### src/rtl/spi_rd_responder.sv
// SPI target for the r200 read link: decodes a 73-bit frame into one 32-bit WB-style bus access.
// Optional feature: define SPI_WRITE_EN to accept cmd 0x02 frames as bus writes.
module spi_rd_responder #(
    parameter logic [15:0] ADDR_HI     = 16'h8000,
    parameter int          SYNC_STAGES = 2,
    parameter logic        IDLE_MISO   = 1'b0
) (
    input  logic        clk,
    input  logic        rst,
    input  logic        cs,
    input  logic        sck,
    input  logic        mosi,
    output logic        miso,
    output logic        o_stb,
    output logic        o_we,
    output logic [31:0] o_addr,
    output logic [31:0] o_data,
    input  logic [31:0] i_data,
    input  logic        i_ack,
    output logic        o_busy,
    output logic        o_err
);

    typedef enum logic [2:0] {
        ST_IDLE   = 3'd0,
        ST_LEAD   = 3'd1,
        ST_CMD    = 3'd2,
        ST_ADDR   = 3'd3,
        ST_RD     = 3'd4,
        ST_WR     = 3'd5,
        ST_IGNORE = 3'd6
    } state_t;

    logic [SYNC_STAGES-1:0] cs_sync_r, sck_sync_r, mosi_sync_r;
    logic        cs_d_r, sck_d_r;
    state_t      state_r;
    logic [6:0]  bit_cnt_r;
    logic [38:0] rx_r;
    logic [31:0] tx_r;
    logic        tx_loaded_r, miso_r, err_r;
    logic        o_stb_r, o_we_r, o_busy_r, cur_rd_r;
    logic [31:0] o_addr_r, o_data_r;
    logic        pend_r, pend_we_r, pend_rd_r;
    logic [31:0] pend_addr_r, pend_data_r;
`ifdef SPI_WRITE_EN
    logic [31:0] addr_r;
    logic [30:0] wdata_r;
`endif

    logic        cs_s, sck_s, mosi_s, cs_rise_s, cs_fall_s, sck_rise_s, sck_fall_s;
    logic [39:0] rx_next_s;
    logic        at_decode_s, addr_hit_s, dec_rd_s, dec_wr_s, wr_done_s;
    logic        rd_fall_s, late_s, rd_capture_s, decoding_s;
    logic [31:0] wr_data_s, wr_addr_s;

    // Input synchronizers and edge-detect history.
    always_ff @(posedge clk or negedge rst) begin
        if (!rst) begin
            cs_sync_r   <= '0;
            sck_sync_r  <= '0;
            mosi_sync_r <= '0;
            cs_d_r      <= 1'b0;
            sck_d_r     <= 1'b0;
        end else begin
            cs_sync_r   <= {cs_sync_r[SYNC_STAGES-2:0], cs};
            sck_sync_r  <= {sck_sync_r[SYNC_STAGES-2:0], sck};
            mosi_sync_r <= {mosi_sync_r[SYNC_STAGES-2:0], mosi};
            cs_d_r      <= cs_sync_r[SYNC_STAGES-1];
            sck_d_r     <= sck_sync_r[SYNC_STAGES-1];
        end
    end

    // Edge strobes and frame decode conditions.
    always_comb begin
        cs_s         = cs_sync_r[SYNC_STAGES-1];
        sck_s        = sck_sync_r[SYNC_STAGES-1];
        mosi_s       = mosi_sync_r[SYNC_STAGES-1];
        cs_rise_s    = cs_s & ~cs_d_r;
        cs_fall_s    = ~cs_s & cs_d_r;
        sck_rise_s   = sck_s & ~sck_d_r & cs_s;
        sck_fall_s   = ~sck_s & sck_d_r & cs_s;
        rx_next_s    = {rx_r, mosi_s};
        at_decode_s  = (state_r == ST_ADDR) && sck_rise_s && (bit_cnt_r == 7'd40);
        addr_hit_s   = (rx_next_s[31:16] == ADDR_HI);
        dec_rd_s     = at_decode_s && (rx_next_s[39:32] == 8'h03) && addr_hit_s;
`ifdef SPI_WRITE_EN
        dec_wr_s     = at_decode_s && (rx_next_s[39:32] == 8'h02) && addr_hit_s;
        wr_done_s    = (state_r == ST_WR) && sck_rise_s && (bit_cnt_r == 7'd72);
        wr_data_s    = {wdata_r, mosi_s};
        wr_addr_s    = addr_r;
`else
        dec_wr_s     = 1'b0;
        wr_done_s    = 1'b0;
        wr_data_s    = 32'h0;
        wr_addr_s    = 32'h0;
`endif
        // Data bit k is presented on the fall following rise k-1 (counts 41..72).
        rd_fall_s    = (state_r == ST_RD) && sck_fall_s &&
                       (bit_cnt_r >= 7'd41) && (bit_cnt_r <= 7'd72);
        late_s       = rd_fall_s && (bit_cnt_r == 7'd41) && !tx_loaded_r;
        rd_capture_s = i_ack && o_stb_r && cur_rd_r && !late_s;
        decoding_s   = (state_r == ST_LEAD) || (state_r == ST_CMD) ||
                       (state_r == ST_ADDR) || (state_r == ST_WR);
    end

    // Frame FSM, bit counter, shift registers, miso and error pulse.
    always_ff @(posedge clk or negedge rst) begin
        if (!rst) begin
            state_r     <= ST_IDLE;
            bit_cnt_r   <= 7'd0;
            rx_r        <= 39'h0;
            tx_r        <= 32'h0;
            tx_loaded_r <= 1'b0;
            miso_r      <= IDLE_MISO;
            err_r       <= 1'b0;
`ifdef SPI_WRITE_EN
            addr_r      <= 32'h0;
            wdata_r     <= 31'h0;
`endif
        end else begin
            err_r <= 1'b0;
            if (cs_rise_s)
                bit_cnt_r <= 7'd0;
            else if (sck_rise_s && (bit_cnt_r < 7'd73))
                bit_cnt_r <= bit_cnt_r + 7'd1;
            if (sck_rise_s && (bit_cnt_r <= 7'd40))
                rx_r <= rx_next_s[38:0];
            if (rd_capture_s) begin
                tx_r        <= i_data;
                tx_loaded_r <= 1'b1;
            end
`ifdef SPI_WRITE_EN
            if (dec_wr_s)
                addr_r <= rx_next_s[31:0];
            if ((state_r == ST_WR) && sck_rise_s)
                wdata_r <= wr_data_s[30:0];
`endif
            if (cs_fall_s) begin
                state_r <= ST_IDLE;
                miso_r  <= IDLE_MISO;
            end else if (cs_rise_s) begin
                state_r     <= ST_LEAD;
                tx_loaded_r <= 1'b0;
                miso_r      <= IDLE_MISO;
            end else begin
                case (state_r)
                    ST_IDLE:   miso_r <= IDLE_MISO;
                    ST_LEAD:   if (sck_rise_s) state_r <= ST_CMD;
                    ST_CMD:    if (sck_rise_s && (bit_cnt_r == 7'd8)) state_r <= ST_ADDR;
                    ST_ADDR: begin
                        if (dec_rd_s)
                            state_r <= ST_RD;
                        else if (dec_wr_s)
                            state_r <= ST_WR;
                        else if (at_decode_s) begin
                            state_r <= ST_IGNORE;
                            err_r   <= 1'b1;
                        end
                    end
                    ST_RD: begin
                        if (late_s) begin
                            miso_r      <= 1'b0;
                            tx_r        <= 32'h0;
                            tx_loaded_r <= 1'b1;
                            err_r       <= 1'b1;
                        end else if (rd_fall_s) begin
                            miso_r <= tx_r[31];
                            tx_r   <= {tx_r[30:0], 1'b0};
                        end else if (sck_fall_s && (bit_cnt_r >= 7'd73))
                            miso_r <= IDLE_MISO;
                    end
                    ST_WR:     if (wr_done_s) state_r <= ST_IGNORE;
                    ST_IGNORE: miso_r <= IDLE_MISO;
                    default:   state_r <= ST_IDLE;
                endcase
            end
        end
    end

    // Bus side: one pending slot so a new frame's access waits for the prior ack.
    always_ff @(posedge clk or negedge rst) begin
        if (!rst) begin
            o_stb_r     <= 1'b0;
            o_we_r      <= 1'b0;
            o_addr_r    <= 32'h0;
            o_data_r    <= 32'h0;
            o_busy_r    <= 1'b0;
            cur_rd_r    <= 1'b0;
            pend_r      <= 1'b0;
            pend_we_r   <= 1'b0;
            pend_rd_r   <= 1'b0;
            pend_addr_r <= 32'h0;
            pend_data_r <= 32'h0;
        end else begin
            if (!o_stb_r || i_ack) begin
                if (pend_r) begin
                    o_stb_r  <= 1'b1;
                    o_addr_r <= pend_addr_r;
                    o_we_r   <= pend_we_r;
                    o_data_r <= pend_data_r;
                    cur_rd_r <= pend_rd_r;
                    pend_r   <= 1'b0;
                end else begin
                    o_stb_r  <= 1'b0;
                    cur_rd_r <= 1'b0;
                end
            end
            if (dec_rd_s) begin
                pend_r      <= 1'b1;
                pend_addr_r <= rx_next_s[31:0];
                pend_we_r   <= 1'b0;
                pend_data_r <= 32'h0;
                pend_rd_r   <= 1'b1;
            end else if (wr_done_s) begin
                pend_r      <= 1'b1;
                pend_addr_r <= wr_addr_s;
                pend_we_r   <= 1'b1;
                pend_data_r <= wr_data_s;
                pend_rd_r   <= 1'b0;
            end
            // Read data nobody is waiting for any more is dropped on arrival.
            if (late_s || cs_fall_s) begin
                pend_rd_r <= 1'b0;
                cur_rd_r  <= 1'b0;
            end
            o_busy_r <= decoding_s | o_stb_r | pend_r;
        end
    end

    assign miso   = miso_r;
    assign o_stb  = o_stb_r;
    assign o_we   = o_we_r;
    assign o_addr = o_addr_r;
    assign o_data = o_data_r;
    assign o_busy = o_busy_r;
    assign o_err  = err_r;

endmodule

### config.mk
export PLATFORM = sky130hd
export DESIGN_NAME = spi_rd_responder
export DESIGN_NICKNAME = d
export VERILOG_FILES = /design/src/rtl/spi_rd_responder.sv
export SDC_FILE = /design/constraint.sdc
export NUM_CORES = 1
export LEC_CHECK = 0
export CAP_MARGIN = 25
export CORE_MARGIN = 3
export CORE_UTILIZATION = 49
export CTS_CLUSTER_SIZE = 14
export DETAILED_ROUTE_END_ITERATION = 10
export PLACE_DENSITY = 0.87
export SYNTH_ARGS = -nofsm -noshare
export SYNTH_HDL_FRONTEND = slang
export SYNTH_SLANG_ARGS = --single-unit
export TNS_END_PERCENT = 1
### constraint.sdc
create_clock -name clk -period 2.1 [get_ports clk]
set_input_delay 0.42 -clock clk [delete_from_list [all_inputs] [get_ports clk]]
set_output_delay 0.42 -clock clk [all_outputs]
set_load 0.02 [all_outputs]
# Word-level counts from Yosys, hierarchy flattened
# Cells that the tools add are included.
# op_classes
n_addsub,1
magnitude_cmp,5
eq_ne,16
muxes,40
bitwise,12
reduce_logical,35
# ops
op,count
32-bit two-way mux,6
1-bit two-way mux,23
3-bit two-way mux,6
"16-bit equality test, second input constant",1
1-bit logical AND,16
"7-bit by 6-bit equality test with 1-bit output, second input constant",2
7-bit two-way mux,2
3-bit case mux with 4 select lines,1
"3-bit equality test, second input constant",3
"8-bit by 2-bit equality test with 1-bit output, second input constant",1
2-bit nonzero test,4
"7-bit by 1-bit adder with 7-bit output, second input constant",1
"7-bit by 4-bit equality test with 1-bit output, second input constant",1
"7-bit by 6-bit greater-or-equal comparator with 1-bit output, second input constant",1
"7-bit greater-or-equal comparator, second input constant",1
"7-bit by 6-bit <= comparator with 1-bit output, second input constant",1
"7-bit <= comparator, second input constant",1
"7-bit less-than comparator, second input constant",1
1-bit bitwise AND,6
"3-bit by 2-bit equality test with 1-bit output, second input constant",2
"6-bit by 5-bit inequality test with 1-bit output, second input constant",1
1-bit logical OR,5
"5-bit inequality test, second input constant",1
"4-bit by 3-bit inequality test with 1-bit output, second input constant",1
other kinds (13),21
# totals
reg_bits,161
inputBits,38
output_inout_bits,69
elab_cells,128

# Longest topological paths before layout
# Gate-level depths: netlist (run 1).
# logic_depth
ltp_word,16
ltp_mapped,9

# Worst setup path after synthesis (run 1)
# Ideal clock, no wire load.
# synth_path
kind,reg2reg
start,register bit_cnt_r[4]
end,register pend_addr_r[10]
arrival_ns,2.017
slack_ns,-0.042
stages_incl_launch_ff,7
path_buffers,2
synth_period_minus_slack_ns,2.142
path_cell_list,dfrtp_1 > buf_6 > nor4b_4 > nand2_2 > nor4b_4 > buf_8 > mux2_4
# synth_between
elab_chain_cells,4
# synth_lines
item,line_no,text
start: declaration,37,logic [6:0] bit_cnt_r;
start signal: assignment,125,bit_cnt_r <= bit_cnt_r + 7'd1;
7-bit by 6-bit equality test with 1-bit output,83,at_decode_s = (state_r == ST_ADDR) && sck_rise_s && (bit_cnt_r == 7'd40);
1-bit logical AND,83,
1-bit logical AND (2 in a row),85,dec_rd_s = at_decode_s && (rx_next_s[39:32] == 8'h03) && addr_hit_s;
end signal: assignment,210,pend_addr_r <= rx_next_s[31:0];
end signal: assignment,216,pend_addr_r <= wr_addr_s;
end: declaration,44,"logic [31:0] pend_addr_r, pend_data_r;"
# Every way passes these cells.
# A chain may end at the register's enable or synchronous reset.

# Worst setup path in the final report (run 1)
# layout_path
start,register rx_r[29]
end,register pend_addr_r[1]
# layout_between
elab_chain_cells,2
# layout_lines
item,line_no,text
start: declaration,38,logic [38:0] rx_r;
start signal: assignment,127,rx_r <= rx_next_s[38:0];
16-bit equality test,84,addr_hit_s = (rx_next_s[31:16] == ADDR_HI);
1-bit logical AND,85,
# Every way passes these cells.

==> metrics, run 1 <==
post-route cell area 8710 um^2; max-slew violation count 0; number of port buffers 73; antenna violations before repair 0; most frequent CP cell nor4b_4; Layout Skew 13.5 ps; final wirelength 14800 um; leakage power 3.92 nW; period utilization 98.9%; IO Pins ~110; Syn Area/Cell 12.8 um^2; area grow syn2layout 24.3%; average wire per standard cell 17.8 um; most numerous cell in the Yosys netlist dfrtp_1; starting density of the core 50.3%; most instantiated cells after synthesis dfrtp_1, mux2_2, nand3_1; Reg2Reg Depth 6; clk sinks 161; area leader, netlist dfrtp_1; CTS tree built; ys async rst share 100%; maximum vdd drop ~560 uV; total gr overflow 0; post-synth top area share between 50% and 60%; crit path launch type flop; width of the die about 130 um; Final ANT Viol Nets 0; share of cells above drive strength 1 about 26%; vias in the first global route 4612; Core Util, Final 62.5%; RSZ-0062 raised after global routing yes; post-synthesis sequential area ratio 57.5%; Max H-tree Level 4; Inserted Clock Buffers 17; Layout Cells excl Fill 831; Arr. time, crit path 2380 ps; CTS clock-pin slew for the worst setup and hold paths about 60 ps; Setup-failing EPs final 0; Total Power 7.03 mW; # Max-Cap Violations 0; worst setup path category reg -> reg; synth top area cells dfrtp_1, mux2_2, mux2i_1; Critical-path top delay cell dfrtp_1; outcome complete, no violations; CP bufs+invs 2; Post-synth top flop dfrtp_1; Inst Count DP 789; number of synthesized flops with an enable pin 0; clk root buf clkbuf_16; DP Area 7920 um^2; Syn Inst Count 546; max frequency 482 MHz; Routability Congestion 0.855; detailed placement HPWL 8780 um; # DRC 0; WP depth 6; vias approximately 4500; Row Count 43; synthesis-stage register bit count 161; die height 126 um; crit-path max FO 9; Final Hold Vio Count 0; largest net degree at the start of global routing 65; Core ar. 13900 um^2; TritonRoute pass-1 iters 5; Tightest Hold Check Type reg -> reg; distinct cell type count after synthesis slightly below 60; final worst path period need 2080 ps; via/cell ratio 5.46; Longest Clk Path Bufs 2; Syn. warnings 0; critical path endpoint category flop; pwr dens 807 nW/um^2; Final #Nets 681; global-route wire length before repair 22800 um; Tot GR Track Use 18.0%; Netlist Area Pre-Place 7010 um^2; ant diodes 0; Setup WS pre-CTS -52.7 ps; Worst Slack Setup Final 23.4 ps; clk_lat worst skew 430 ps; DR iter-0 viols roughly 270; Critical Path Max Stage Delay 420 ps; CP cell instances nor4b_4 > nand4_1 > nor4b_4 > buf_4 > buf_12 > mux2_2; die area 15800 um^2; critical path's top delay family simple AND/OR/NAND/NOR gates; Critical Path RT 2400 ps; Cells on Worst Hold Path 0
## what timing repair did
item	4_1_cts	5_1_grt
hold buffers	1	0
hold endpoints to repair	48	0
buffers inserted	1	4
resized for setup	2	11
pin swaps	0	7
endpoints found under the setup margin	16	80
cloned	1	3
## final timing paths
check	endpoint	slack [ps]	from
max in group asynchronous	pend_addr_r[27]	830	rst
max	pend_addr_r[1]	20	rx_r[29]
max reg2reg	pend_addr_r[1]	20	rx_r[29]
min	sck_sync_r[1]	340	sck_sync_r[0]
min in group asynchronous	tx_r[5]	530	rst
min reg2reg	sck_sync_r[1]	340	sck_sync_r[0]
## state kept, by name, summed over array words and instances, names as in the netlist
| signal | count |
|---|---|
| cs_d_r | 1 |
| rx_r | 39 |
| o_err | 1 |
| mosi_sync_r | 2 |
| cur_rd_r | 1 |
| cs_sync_r | 2 |
| pend_addr_r | 32 |
| pend_r | 1 |
| state_r | 3 |
| o_busy | 1 |
| sck_d_r | 1 |
| o_stb | 1 |
| sck_sync_r | 2 |
| tx_loaded_r | 1 |
| tx_r | 32 |
| o_addr | 32 |
| bit_cnt_r | 7 |
| pend_rd_r | 1 |
| miso | 1 |
## area by class of cell
type                       instances  area [um^2]
inverter                           8         30.0
sequential                       161         4030
tap                              180          225
clock inverter                    13          143
fill                             994         5220
timing repair buffer             103         1110
multi-input combinational        347         2720
clock buffer                      19          453
## layout by cell type (no fill, tap or decap), types with 4 or more instances in the layout
master           synthesis  routed
dfrtp_1                161     159
mux2_2                  76      76
clkdlybuf4s50_1          0      72
nand3_1                 38      38
mux2i_1                 33      33
conb_1                   1      33
o21ai_0                 29      29
clkbuf_16                0      20
nand2_1                 19      19
buf_4                   36      18
nor2b_1                 17      17
nor2_1                  15      15
mux2_4                  10      10
inv_1                    8       7
buf_12                   0       6
o21ai_1                  5       5
nor3_1                   6       5
nor4_1                   5       4
ha_1                     5       4
inv_6                    0       4
clkinvlp_4               0       4
## routing by layer
layer	share of wire [%]	GRT usage, %	vias to the layer above
li1	-	-	2039
met1	43	22.6	2300
met2	49	29.9	162
met3	5.1	4.37	34
met4	2.7	7.59	0
met5	0	0	-
## power breakdown
part / total, mW / switching [mW] / leakage (nW) / internal (mW)
logic: 0.625 / 0.343 / 1.59 / 0.282
clock network: 3.06 / 1.32 / 0.280 / 1.74
registers: 3.35 / 0.128 / 2.05 / 3.22
## stage by stage
stage	hold slack, ps	TNS (ps)
floorplan	124	0
global placement	336	0
detailed placement	336	-203
CTS	344	0
global route	362	-564
finish	344	0
## cell families after synthesis
kind of cell | after synthesis | synth area share, %
adder cells (fa/ha/maj) | 5 | 0.892
buffers and inverters | 70 | 6.26
AND/OR/NAND/NOR | 126 | 10.3
multiplexers | 120 | 19.2
XOR/XNOR | 5 | 0.625
other | 1 | 0.0535
flip-flops | 161 | 57.5
AO/OA/AOI/OAI | 58 | 5.21
Power figures use the tool's default switching activity.
==> run 2, diff against run 1 <==
Settings changed: CTS_CLUSTER_SIZE 14 to 28.
==> results of run 2 <==
Same layout as run 1: the final DEF is identical, and so are final timing and power.
==> run 3, diff against run 2 <==
Settings changed: CELL_PAD_IN_SITES_DETAIL_PLACEMENT from default to 1, CELL_PAD_IN_SITES_GLOBAL_PLACEMENT from default to 2, CORE_UTILIZATION 49 to 33.
==> run 3 against run 2 <==
Against the previous run: first-iteration DRC count is 34% lower; die area is 46% higher; sequential cell count stayed put; global-route usage is 4.0 points lower; critical path depth is 1 higher; combinational power is 3% higher; critical path type unchanged; clock-buffer cell count stayed put; sequential power hardly changed; final area is 2.1% higher; cell count is 11% higher.
==> metrics, run 3 (synthesis gave the netlist of run 1 again) <==
max frequency 492 MHz; Most flops, register rx_r; outcome complete, no violations; vias in the first global route 4886; most frequent cells in the layout dfrtp_1, mux2_2, clkdlybuf4s50_1; Routability Congestion 0.780; Final #Nets 683; Layout Cells excl Fill just over 900; maximum vdd drop 523 uV; final wirelength ~16000 um; Critical R2R Launch rx_r[20]; crit path launch type flop; crit-path max FO 12; # fillers 2169; Row Count 52; Setup WS pre-CTS 15.0 ps; die height 152 um; Critical Path RT about 2400 ps; global-route wire length before repair about 25000 um; max-slew violation count 0; total gr overflow 0; combinational share of power under 10%; Core ar. 20600 um^2; leakage power 3.95 nW; DP Area 8050 um^2; share of cells above drive strength 1 26.8%; # DRC 0; Setup-failing EPs final 0; critical path endpoint category flop; number of flip-flops in the largest register 39; number of port buffers 73; vias between 4000 and 5000; Final ANT Viol Nets 0; average wire per standard cell about 18 um; Longest Clk Path Bufs 2; die area 23000 um^2; Tightest Hold Check Type reg -> reg; TritonRoute pass-1 iters 4; period utilization 96.8%; starting density of the core between 30% and 40%; clk root buf clkbuf_16; clk_lat worst skew 420 ps; detailed placement HPWL 10200 um; IO Pins 107; Critical Path Max Stage Delay approximately 430 ps; area grow syn2layout 26.9%; post-route cell area 8900 um^2; CP cell instances nor4_4 > nand4_1 > buf_4 > nor4b_4 > buf_6 > clkbuf_16 > mux2_4; pwr dens 811 nW/um^2; Worst Slack Setup Final approximately 68 ps; Core Util, Final 43.3%; clk sinks 161; Inserted Clock Buffers 17; commonest non-fill, non-tap cell in the layout dfrtp_1; Tot GR Track Use 13.9%; width of the die 152 um; CP startpoint rx_r[20]; CTS clock-pin slew for the worst setup and hold paths approximately 70 ps; worst setup path category reg -> reg; Max H-tree Level 4; final worst path period need 2030 ps; Sequential Power Share 46.4%; via/cell ratio around 4.8; Sw Share 24.7%; CTS tree built; hold slack final 358 ps; Arr. time, crit path between 2000 and 2500 ps; power share of the clock group 44.7%; Int Power about 5.4 mW; ant diodes 0; Layout Skew around 10 ps; Hold Crit Start cs_sync_r[0]; sw power 1.78 mW; largest net degree at the start of global routing 65; DR iter-0 viols between 150 and 200; # Max-Cap Violations 0; Final Hold Vio Count 0; Critical-path top delay cell dfrtp_1; Inst Count DP between 800 and 900; antenna violations before repair 0
-- run 3: cell count changes in the layout (fill, tap and decap cells not counted), sizes merged --
cell	previous run	this run
buf	27	29
clkinvlp	4	1
clkinv	2	4
inv	14	13
bufinv	1	3
-- run 3: layout make-up --
class / count / area, um^2 / share of cell area, %
clock buffers: 19 / 443 / 4.98
inverters: 8 / 30.0 / 0.338
clock inverters: 13 / 171 / 1.93
flip-flops and latches: 161 / 4030 / 45.3
multi-input cells: 347 / 2750 / 30.9
repair buffers: 105 / 1130 / 12.7
well taps: 270 / 338 / 3.80
-- run 3: worst paths after layout --
kind                                        to  slack (ps)  cells after the start
worst min register to register    cs_sync_r[1]         360                      0
worst min-delay path              cs_sync_r[1]         360                      0
min in group asynchronous         bit_cnt_r[3]         540                      2
max in group asynchronous             rx_r[33]         920                      3
worst max register to register  pend_addr_r[7]          70                      7
worst max-delay path            pend_addr_r[7]          70                      7
-- run 3: per-stage QoR --
step           TNS (ps)  power (mW)
2_1_floorplan         0        3.76
3_3_place_gp          0        3.97
3_5_place_dp          0        4.02
4_1_cts           -49.1        7.27
5_1_grt           -43.3        7.54
6_report              0        7.21
-- run 3: critical path: cells and delay by family, from the launching register on --
family,cells,cell delay (ps)
and+or+nand+nor,3,660
buffers and inverters,3,510
DFF,1,430
muxes,1,300
-- run 3: per-layer routing --
metal,GRT usage (%),share of wire (%)
met1,17.7,44
met2,23.8,50
met3,3.48,4.2
met4,3.95,0.93
met5,0,0
-- run 3: what timing repair did --
item / CTS / global route
endpoints found under the setup margin: 29 / 101
hold buffers: 1 / 0
gates resized for setup: 6 / 18
buffers inserted: 1 / 5
endpoints found under the hold margin: 45 / 0
pin swaps: 1 / 6
gates cloned: 0 / 4
-- run 3: power by group through the flow --
stage | registers (mW) | logic, mW | clock network (mW)
floorplan | 3.36 | 0.396 | 0
global placement | 3.38 | 0.588 | 0
detailed placement | 3.40 | 0.620 | 0
CTS | 3.34 | 0.631 | 3.30
global route | 3.37 | 0.714 | 3.46
finish | 3.35 | 0.644 | 3.22
==> patch (settings of run 1) <==
The parameter `SYNC_STAGES` goes from 2 to 4.
--- a/src/rtl/spi_rd_responder.sv
+++ b/src/rtl/spi_rd_responder.sv
@@ -2,7 +2,7 @@
 // Optional feature: define SPI_WRITE_EN to accept cmd 0x02 frames as bus writes.
 module spi_rd_responder #(
     parameter logic [15:0] ADDR_HI     = 16'h8000,
-    parameter int          SYNC_STAGES = 2,
+    parameter int          SYNC_STAGES = 4,
     parameter logic        IDLE_MISO   = 1'b0
 ) (
     input  logic        clk,
Function: changed (a bounded check fails within 10 cycles, from zero or initial values and one cycle with rst low).
==> patch against run 1 <==
  * The run now ends with negative hold slack, negative setup slack left
  * Worst setup slack worse by 41 ps
  * Power increased by 5.3%
  * Core utilization is 2.7 points higher
  * Sequential share of layout area decreased by 1.1 points
  * Fmax shrank 1.9%
  * Design area up 6.3%
  * Area after synthesis rose by 3.7%
  * Wire length is 6.8% higher
  * Non-clock buffer count is 13 higher
  * Sequential cell count grew 6
==> patch: results (changes against run 1) <==
# Post-CTS Setup Buffers=7 (+6); detailed-route via count=4,743 (+4.6%); sum of negative setup slack=-33.5 ps (-33.5 ps); nets=701 (+2.9%); met3 Use GR=4.17% (-0.20 points); Post-synth top cells=167 x dfrtp_1, 85 x mux2_2, 36 x nand3_1, 35 x buf_4, 33 x mux2i_1; failing checks=negative hold slack, negative setup slack; Switching Share=25.9% (+0.36 points); vias in the first global route=4,874 (+5.7%); Leakage=4.14 nW (+5.7%); Critical Path Fanout Max=15 (+6); final hold violations=7 (+7); post-CTS sizing=17 (+15); Post-Route M1 WL=6560 um (+3.7%); WL met3=779 um (+3.7%); Crit path arrival time=2460 ps (+80 ps); dpl cells=804 (+1.9%); FF-to-FF path depth=7 (+1); sequential area share after synthesis=57.5% (about the same); layout cells sized above 1=33.5% (+7.7 points); Finish-stage setup viols=6 (+6); Hold Crit Class=input pin to asynchronous set/reset pin; VDD IR max=0.622 mV (+11%); hpwl dp=9040 um (+2.9%); met2 Resource Use GR=31.9% (+2.1 points); 1st-iter DRT viols=340 (+27%); status=finished, violations left; fin worst setup slack=-17.3 ps (-40.7 ps); pin count of the biggest net entering global routing=68 (+4.6%); Via-to-Cell Ratio=5.57 (+2.1%); fill count=950 (-4.4%); met1 usage=25.0% (+2.4 points); synthesized instance count=553 (+1.3%); wire length per cell=18.6 um (+4.3%); most area-consuming cells after synthesis=dfrtp_1 57%, mux2_2 13%, mux2i_1 4.5%, buf_4 3.6%, o21ai_2 3.4%; hold slack=-8.21 ps (-353 ps)
[patch: final cells by class]
| class | instances | area (um2) | area share [%] |
|---|---|---|---|
| sequential | 167 | 4180 | 45.2 |
| clock buffer | 18 | 439 | 4.74 |
| inverter | 10 | 37.5 | 0.405 |
| timing repair buffer | 116 | 1250 | 13.5 |
| multi-input combinational | 346 | 2950 | 31.8 |
| clock inverter | 14 | 180 | 1.95 |
| tap | 180 | 225 | 2.43 |
[patch: path summary, 6_finish.rpt]
path / startpoint / endpoint / slack [ps]
worst max-delay path: bit_cnt_r[2] / tx_r[15] / -20
min in group clk: sck_sync_r[0] / sck_sync_r[1] / 350
worst max register to register: bit_cnt_r[2] / tx_r[15] / -20
worst min register to register: sck_sync_r[0] / sck_sync_r[1] / 350
max in group asynchronous: rst / o_addr[13] / 1450
worst min-delay path: rst / rx_r[20] / -8
[patch: critical path: cells and delay by family, from the launching register on]
family	cells	cell delay, ps
compound gates	1	120
buf+inv	2	370
flops	1	440
simple gates	3	910
mux	1	200
[patch: kinds of logic after synthesis]
logic type               after synthesis  synth area share [%]
other                                  1                0.0516
flip-flops                           167                  57.5
adder cells (fa/ha/maj)                5                 0.860
AND/OR/NAND/NOR                      124                  10.2
AO/OA/AOI/OAI                         59                  6.38
XOR/XNOR                               5                 0.602
buffers and inverters                 72                  6.43
multiplexers                         120                  18.0
[patch: metrics by stage]
stage          worst slack, ps  hold slack (ps)  utilization (%)
6_report                 -17.3            -8.21             65.2
5_1_grt                  -64.2             30.8             65.2
4_1_cts                  -11.0             13.3             63.6
3_5_place_dp             -26.9              335             57.9
3_3_place_gp              51.6              335             57.9
2_1_floorplan            -20.8              124                -
